## config.mk

```make
export PLATFORM = sky130hd
export DESIGN_NAME = sprite_motion_ctrl
export DESIGN_NICKNAME = d
export VERILOG_FILES = /design/src/rtl/vga_pkg.sv /design/src/rtl/sprite_axis_step.sv /design/src/rtl/sprite_motion_ctrl.sv
export SDC_FILE = /design/constraint.sdc
export NUM_CORES = 1
export LEC_CHECK = 0
export CORE_MARGIN = 8
export CORE_UTILIZATION = 50
export CTS_CLUSTER_DIAMETER = 40
export CTS_CLUSTER_SIZE = 14
export DETAILED_ROUTE_END_ITERATION = 6
export PLACE_DENSITY = 0.76
export SYNTH_ARGS = -nofsm -noshare
export SYNTH_HDL_FRONTEND = slang
export SYNTH_HIERARCHICAL = 1
export SYNTH_SLANG_ARGS = --single-unit
```

## constraint.sdc

```tcl
create_clock -name clock_25MHz -period 7 [get_ports clock_25MHz]
set_input_delay 2.1 -clock clock_25MHz [delete_from_list [all_inputs] [get_ports clock_25MHz]]
set_output_delay 2.1 -clock clock_25MHz [all_outputs]
set_load 0.005 [all_outputs]
```

## src/rtl/vga_pkg.sv

```systemverilog
// Shared VGA definitions: active-area size, bus widths, and the direction and
// motion-state encodings used by the sprite motion controller.
package vga_pkg;

    localparam int unsigned H_ACTIVE = 640;
    localparam int unsigned V_ACTIVE = 480;
    localparam int unsigned RGB_W    = 3;
    localparam int unsigned COORD_W  = 10;
    localparam int unsigned ROM_AW   = 16;

    typedef enum logic {
        DIR_POS = 1'b0,
        DIR_NEG = 1'b1
    } dir_t;

    typedef enum logic {
        ST_HOLD = 1'b0,
        ST_MOVE = 1'b1
    } state_t;

endpackage

```

## src/rtl/sprite_axis_step.sv

```systemverilog
// One axis of sprite motion: position and direction registers. On each step
// the position advances by STEP and bounces off 0 and LIMIT-SIZE.
module sprite_axis_step
    import vga_pkg::*;
#(
    parameter int unsigned LIMIT = 640,
    parameter int unsigned SIZE  = 128,
    parameter int unsigned STEP  = 2,
    parameter int unsigned INIT  = 0
) (
    input  logic               clock_25MHz,
    input  logic               reset_n,
    input  logic               step_en,
    output logic [COORD_W-1:0] pos,
    output dir_t               dir
);

    localparam int unsigned         SUM_W  = COORD_W + 1;
    localparam logic [SUM_W-1:0]    FAR    = SUM_W'(SIZE + STEP);
    localparam logic [SUM_W-1:0]    LIM    = SUM_W'(LIMIT);
    localparam logic [COORD_W-1:0]  MAXP   = COORD_W'(LIMIT - SIZE);
    localparam logic [COORD_W-1:0]  STEP_C = COORD_W'(STEP);
    localparam logic [COORD_W-1:0]  INIT_C = COORD_W'(INIT);

    // Far edge after the next step, kept at 11 bits so it cannot wrap.
    logic [SUM_W-1:0] far_edge;
    assign far_edge = {1'b0, pos} + FAR;

    // Position/direction update with bounce at both screen edges.
    always_ff @(posedge clock_25MHz) begin
        if (!reset_n) begin
            pos <= INIT_C;
            dir <= DIR_POS;
        end else if (step_en) begin
            if (dir == DIR_POS) begin
                if (far_edge > LIM) begin
                    pos <= MAXP;
                    dir <= DIR_NEG;
                end else begin
                    pos <= pos + STEP_C;
                end
            end else begin
                if (pos < STEP_C) begin
                    pos <= '0;
                    dir <= DIR_POS;
                end else begin
                    pos <= pos - STEP_C;
                end
            end
        end
    end

endmodule

```

## src/rtl/sprite_motion_ctrl.sv

```systemverilog
// Sprite motion controller: maps the VGA scan position into a bouncing sprite
// window, addresses the sprite ROM and produces 1-bit R/G/B, 3 clocks after
// pixel_row/pixel_col. Optional macro SPRITE_TRANSPARENT_EN makes ROM colour
// 3'b000 inside the window show the background instead of black.
module sprite_motion_ctrl
    import vga_pkg::*;
#(
    parameter int unsigned     SPR_W_LOG2 = 7,
    parameter int unsigned     SPR_H      = 128,
    parameter int unsigned     STEP       = 2,
    parameter int unsigned     X0         = 0,
    parameter int unsigned     Y0         = 0,
    parameter logic [RGB_W-1:0] BG_RGB    = 3'b001
) (
    input  logic               clock_25MHz,
    input  logic               reset_n,
    input  logic [COORD_W-1:0] pixel_row,
    input  logic [COORD_W-1:0] pixel_col,
    input  logic               vsync,
    input  logic               run,
    output logic [ROM_AW-1:0]  rom_addr,
    input  logic [RGB_W-1:0]   rom_dout,
    output logic               red,
    output logic               green,
    output logic               blue,
    output logic [COORD_W-1:0] x_pos,
    output logic [COORD_W-1:0] y_pos
);

    localparam int unsigned SPR_W = 2 ** SPR_W_LOG2;
    localparam int unsigned SUM_W = COORD_W + 1;
    localparam int unsigned ROW_W = $clog2(SPR_H);

    logic   vs_d1, vs_d2;
    logic   tick;
    state_t state;
    logic   step_en;
    dir_t   dir_x, dir_y;

    // Registered vsync history; cleared so a low vsync at reset cannot tick.
    always_ff @(posedge clock_25MHz) begin
        if (!reset_n) begin
            vs_d1 <= 1'b0;
            vs_d2 <= 1'b0;
        end else begin
            vs_d1 <= vsync;
            vs_d2 <= vs_d1;
        end
    end

    assign tick = vs_d2 & ~vs_d1;

    // HOLD/MOVE selection, re-evaluated only at frame ticks.
    always_ff @(posedge clock_25MHz) begin
        if (!reset_n) begin
            state <= ST_HOLD;
        end else if (tick) begin
            case (state)
                ST_HOLD: state <= run ? ST_MOVE : ST_HOLD;
                ST_MOVE: state <= run ? ST_MOVE : ST_HOLD;
                default: state <= ST_HOLD;
            endcase
        end
    end

    assign step_en = tick && (state == ST_MOVE);

    sprite_axis_step #(
        .LIMIT (H_ACTIVE),
        .SIZE  (SPR_W),
        .STEP  (STEP),
        .INIT  (X0)
    ) u_axis_x (
        .clock_25MHz (clock_25MHz),
        .reset_n     (reset_n),
        .step_en     (step_en),
        .pos         (x_pos),
        .dir         (dir_x)
    );

    sprite_axis_step #(
        .LIMIT (V_ACTIVE),
        .SIZE  (SPR_H),
        .STEP  (STEP),
        .INIT  (Y0)
    ) u_axis_y (
        .clock_25MHz (clock_25MHz),
        .reset_n     (reset_n),
        .step_en     (step_en),
        .pos         (y_pos),
        .dir         (dir_y)
    );

    logic [SUM_W-1:0]      x_end, y_end;
    logic                  in_box_c, active_c;
    logic [SPR_W_LOG2-1:0] col_off;
    logic [ROW_W-1:0]      row_off;

    assign x_end = {1'b0, x_pos} + SUM_W'(SPR_W);
    assign y_end = {1'b0, y_pos} + SUM_W'(SPR_H);

    assign in_box_c = (pixel_col >= x_pos) && ({1'b0, pixel_col} < x_end) &&
                      (pixel_row >= y_pos) && ({1'b0, pixel_row} < y_end);
    assign active_c = (pixel_col < COORD_W'(H_ACTIVE)) &&
                      (pixel_row < COORD_W'(V_ACTIVE));

    // Offsets are only used inside the window, where they fit in the low
    // bits, so subtracting just the low bits gives the same result.
    assign col_off = pixel_col[SPR_W_LOG2-1:0] - x_pos[SPR_W_LOG2-1:0];
    assign row_off = pixel_row[ROW_W-1:0] - y_pos[ROW_W-1:0];

    logic s1_in_box, s1_active;
    logic s2_in_box, s2_active;

    // S1: window hit test, active-area test and ROM address.
    always_ff @(posedge clock_25MHz) begin
        if (!reset_n) begin
            rom_addr  <= '0;
            s1_in_box <= 1'b0;
            s1_active <= 1'b0;
        end else begin
            rom_addr  <= in_box_c ? ROM_AW'({row_off, col_off}) : '0;
            s1_in_box <= in_box_c;
            s1_active <= active_c;
        end
    end

    // S2: carry the flags alongside the ROM read.
    always_ff @(posedge clock_25MHz) begin
        if (!reset_n) begin
            s2_in_box <= 1'b0;
            s2_active <= 1'b0;
        end else begin
            s2_in_box <= s1_in_box;
            s2_active <= s1_active;
        end
    end

    logic [RGB_W-1:0] pix_c;

    // Colour select: black off-screen, sprite inside the window, else background.
    always_comb begin
        pix_c = '0;
        if (!s2_active) begin
            pix_c = '0;
        end else if (s2_in_box) begin
`ifdef SPRITE_TRANSPARENT_EN
            pix_c = (rom_dout == '0) ? BG_RGB : rom_dout;
`else
            pix_c = rom_dout;
`endif
        end else begin
            pix_c = BG_RGB;
        end
    end

    // S3: registered colour outputs.
    always_ff @(posedge clock_25MHz) begin
        if (!reset_n) begin
            {red, green, blue} <= '0;
        end else begin
            {red, green, blue} <= pix_c;
        end
    end

endmodule

```

==> flow_summary_export.csv <==
group,metric,value,unit
status,run_status,"finished, final reports clean",
cts,tritoncts.num_buffers,5,
place,dpl.hpwl,7180,um
cts,cts_root_buf,"sky130_fd_sc_hd__clkbuf_8",
place,dp.cells,594,
global_route,gr-usage-all-layers,0.188,
worst_hold_path,holdCritPathClass,"register to register",
cells_and_area,finalNetCount,563,
cells_and_area,drive_above_1_share,0.0795,
power,powerDensity,136,nW/um^2
sta,worst_slew_pin_slew,670,ps
worst_setup_path,cp.required,7210,ps
worst_setup_path,arrival_worst_endpoint,4520,ps
drt,avgRoutedWirePerCell,16.5,um
cells_and_area,final_design_area_no_fill,4430,um^2
place,detailed_place.area,4310,um^2
sta,final.setup_skew,5.87,ps
logic_synthesis,mean_cell_area_of_the_mapped_netlist,8.15,um^2
global_route,grt_first_pass_wirelength,16300,um
power,total_leakage_power,0.00159,uW
die,num_io_pins,66,
cells_and_area,instances_no_fill,602,
cells_and_area,insertedDiodeCount,0,
worst_setup_path,crit_path_cell_trace,"clkdlybuf4s50_1 -> inv_1 -> fa_1 -> and2b_1 -> o31ai_1 -> a21oi_1 -> a2bb2oi_1 -> o2111ai_2 -> nor3_1",
cells_and_area,fillCellCount,664,
logic_synthesis,ys_seq_elements,44,
logic_synthesis,netlist.top_cell.by_area,"sky130_fd_sc_hd__dfxtp_1",
die,die_w,103,um
die,floorplan.core_area,7250,um^2
die,die_area,10500,um^2
global_route,grt_overflow_total,0,
sta,final_min_period_over_clock_period,0.616,
worst_setup_path,timing.critical_path.fanout_max,15,
logic_synthesis,yosys_most_used_dff,"sky130_fd_sc_hd__dfxtp_1",
drt,detail_route.wirelength,9940,um
logic_synthesis,synth_commonest_cells,"44 x sky130_fd_sc_hd__dfxtp_1, 41 x sky130_fd_sc_hd__inv_1, 32 x sky130_fd_sc_hd__ha_1, 32 x sky130_fd_sc_hd__nor2_1, 27 x sky130_fd_sc_hd__a21oi_1",
die,row_cnt,31,
drt,drt_first_iter_violations,373,
sta,slew_headroom,0.551,
sta,unrepaired_setup_endpoints_after_global_routing,"no",
power,report.power.total,604,uW
cts,cts.sink_count,44,
worst_setup_path,timing.critical_path.max_delay_family,"compound AO/OA/AOI/OAI gates",
worst_setup_path,cpMaxStageDelayCell,"sky130_fd_sc_hd__clkdlybuf4s50_1",
cts,cts_hold_repair.buffers,0,
global_route,first_global_vias,3451,
cts,cts_tree,"done",
worst_setup_path,end_kind,"register",
worst_setup_path,critical_path.n_buffers_inverters,2,
sta,max_freq,232,MHz
worst_setup_path,worstSetupStartpointType,"input port",
cts,insertion_delay,300,ps
cts,cts.repair.resized,0,
drt,via_per_inst,6.13,
global_route,grt_start_max_net_pins,32,
logic_synthesis,count_of_mapped_cells_out_of_synthesis,459,
worst_setup_path,ws_path_type,"input port to register",
place,io_buffers,61,
cts,htree_num_levels,2,
logic_synthesis,ys_seq_area_frac,0.235,
cells_and_area,layout-area-overhead-vs-synth,18.3,%
drt,drcViolationCount,0,
sta,final_period_minus_worst_setup_slack,4310,ps
worst_setup_path,r2r_slack,4080,ps
sta,timing.final.max_slew_violations,0,
cts,ctsLongestPathBuffers,2,
logic_synthesis,synth.most_common_cell,"sky130_fd_sc_hd__dfxtp_1",
worst_setup_path,critPathMaxStageDelay,480,ps
power,max-vdd-ir-drop,0.0000759,V
logic_synthesis,netlist_area,3740,um^2
logic_synthesis,synth_edf_count,0,
sta,hold_viol,0,
logic_synthesis,ys_types,87,
cts,post_cts.repair.setup_buffers,0,
cts,path_clk_slew,80,ps
logic_synthesis,netlist_top_cells_area,"sky130_fd_sc_hd__dfxtp_1 24%, sky130_fd_sc_hd__ha_1 11%, sky130_fd_sc_hd__inv_1 4.1%, sky130_fd_sc_hd__a21oi_1 3.6%, sky130_fd_sc_hd__o21ai_0 3.3%",
drt,vias,3690,
job,drv.max_cap_violation_count,0,
sta,finalSetupViolations,0,
logic_synthesis,synth_largest_type_area_fraction,0.235,
logic_synthesis,synthArstFlopShare,0,
sta,finalSetupTns,0,ps
die,initial_utilization,0.516,
drt,drtAntennaViolNets,0,
global_route,initial_antenna_violation_count,0,
place,gp_congestion,0.896,
logic_synthesis,yosysWarningCount,6,
drt,drtPass1Iterations,5,
die,fp.dieH,103,um
routing by layer:
layer | vias up | track usage | share of wire
met1 | 1705 | 0.241 | 0.42
met5 | - | 0 | 0
met3 | 15 | 0.0324 | 0.088
met4 | 0 | 0.0553 | 0.015
li1 | 1784 | - | -
met2 | 186 | 0.314 | 0.48
worst paths after layout:
check	to	start	cells after the start
max reg2reg	u_axis_x/pos[1]$_SDFFE_PN0P_	u_axis_x/pos[1]$_SDFFE_PN0P_	6
min reg2reg	s2_in_box$_SDFF_PN0_	s1_in_box$_SDFF_PN0_	1
min	s2_in_box$_SDFF_PN0_	s1_in_box$_SDFF_PN0_	1
max	rom_addr[2]$_SDFF_PN0_	pixel_col[1]	9
per-stage QoR:
step	setup slack, ps	utilization	hold WS [ps]
2_1_floorplan	3260	-	410
3_3_place_gp	2440	0.594	417
3_5_place_dp	2380	0.594	430
4_1_cts	2690	0.610	446
5_1_grt	2500	0.610	457
6_report	2690	0.610	450
logic make-up after synthesis:
group / count (synthesis) / synth area share
AOI/OAI and AO/OA: 139 / 0.276
xor gates and xnor gates: 17 / 0.0398
adders and majority gates: 34 / 0.118
buffers and inverters: 71 / 0.0936
DFF: 44 / 0.235
muxes: 4 / 0.0110
other: 3 / 0.00301
and+or+nand+nor: 147 / 0.223
where the power goes:
part	internal (uW)	total (uW)	switching, uW
Combinational	63.3	126	62.5
Sequential	257	271	14.0
Clock	117	207	90.6
Total	437	604	167
state kept, by name, summed over array words and instances, names as in the netlist:
register      flops
blue              1
green             1
red               1
rom_addr         14
s1_active         1
s1_in_box         1
s2_active         1
s2_in_box         1
state             1
u_axis_x/dir      1
u_axis_x/pos      9
u_axis_y/dir      1
u_axis_y/pos      9
vs_d1             1
vs_d2             1
final cells by class:
class | instances | area (um^2) | share of cell area
Clock buffer | 6 | 82.6 | 0.0186
Timing Repair Buffer | 63 | 626 | 0.141
Sequential cell | 44 | 881 | 0.199
Tap cell | 99 | 124 | 0.0280
Multi-Input combinational cell | 345 | 2510 | 0.568
Clock inverter | 2 | 38.8 | 0.00876
Inverter | 43 | 161 | 0.0365
cell usage in the layout, fill, tap and decap left out, types with 3 or more instances in the layout:
master                            instances
sky130_fd_sc_hd__o21ai_0                 25
sky130_fd_sc_hd__a21oi_1                 27
sky130_fd_sc_hd__a31oi_1                 11
sky130_fd_sc_hd__mux2i_1                  3
sky130_fd_sc_hd__nand4_1                 11
sky130_fd_sc_hd__dfxtp_1                 44
sky130_fd_sc_hd__or2_2                    3
sky130_fd_sc_hd__a21o_1                   5
sky130_fd_sc_hd__and4_1                   4
sky130_fd_sc_hd__and3_1                   6
sky130_fd_sc_hd__o31ai_1                  3
sky130_fd_sc_hd__o2bb2ai_1                3
sky130_fd_sc_hd__ha_1                    32
sky130_fd_sc_hd__nand3_1                 12
sky130_fd_sc_hd__inv_1                   41
sky130_fd_sc_hd__nor3_1                  12
sky130_fd_sc_hd__or4_1                    5
sky130_fd_sc_hd__o21ai_1                  3
sky130_fd_sc_hd__or3_1                    3
sky130_fd_sc_hd__nor2_1                  32
sky130_fd_sc_hd__o211ai_1                 5
sky130_fd_sc_hd__a211oi_1                 3
sky130_fd_sc_hd__conb_1                   4
sky130_fd_sc_hd__o21a_1                   4
sky130_fd_sc_hd__nor4_1                   7
sky130_fd_sc_hd__nor2b_1                  3
sky130_fd_sc_hd__o2111ai_1                4
sky130_fd_sc_hd__xor2_1                   5
sky130_fd_sc_hd__nand2b_1                 3
sky130_fd_sc_hd__a2bb2oi_1                4
sky130_fd_sc_hd__and2_1                   9
sky130_fd_sc_hd__nand2_1                 21
sky130_fd_sc_hd__a21o_2                   3
sky130_fd_sc_hd__clkbuf_8                 6
sky130_fd_sc_hd__xnor2_1                 12
sky130_fd_sc_hd__o311ai_0                 3
sky130_fd_sc_hd__clkdlybuf4s50_1         61
(Power assumes the default switching activity.)
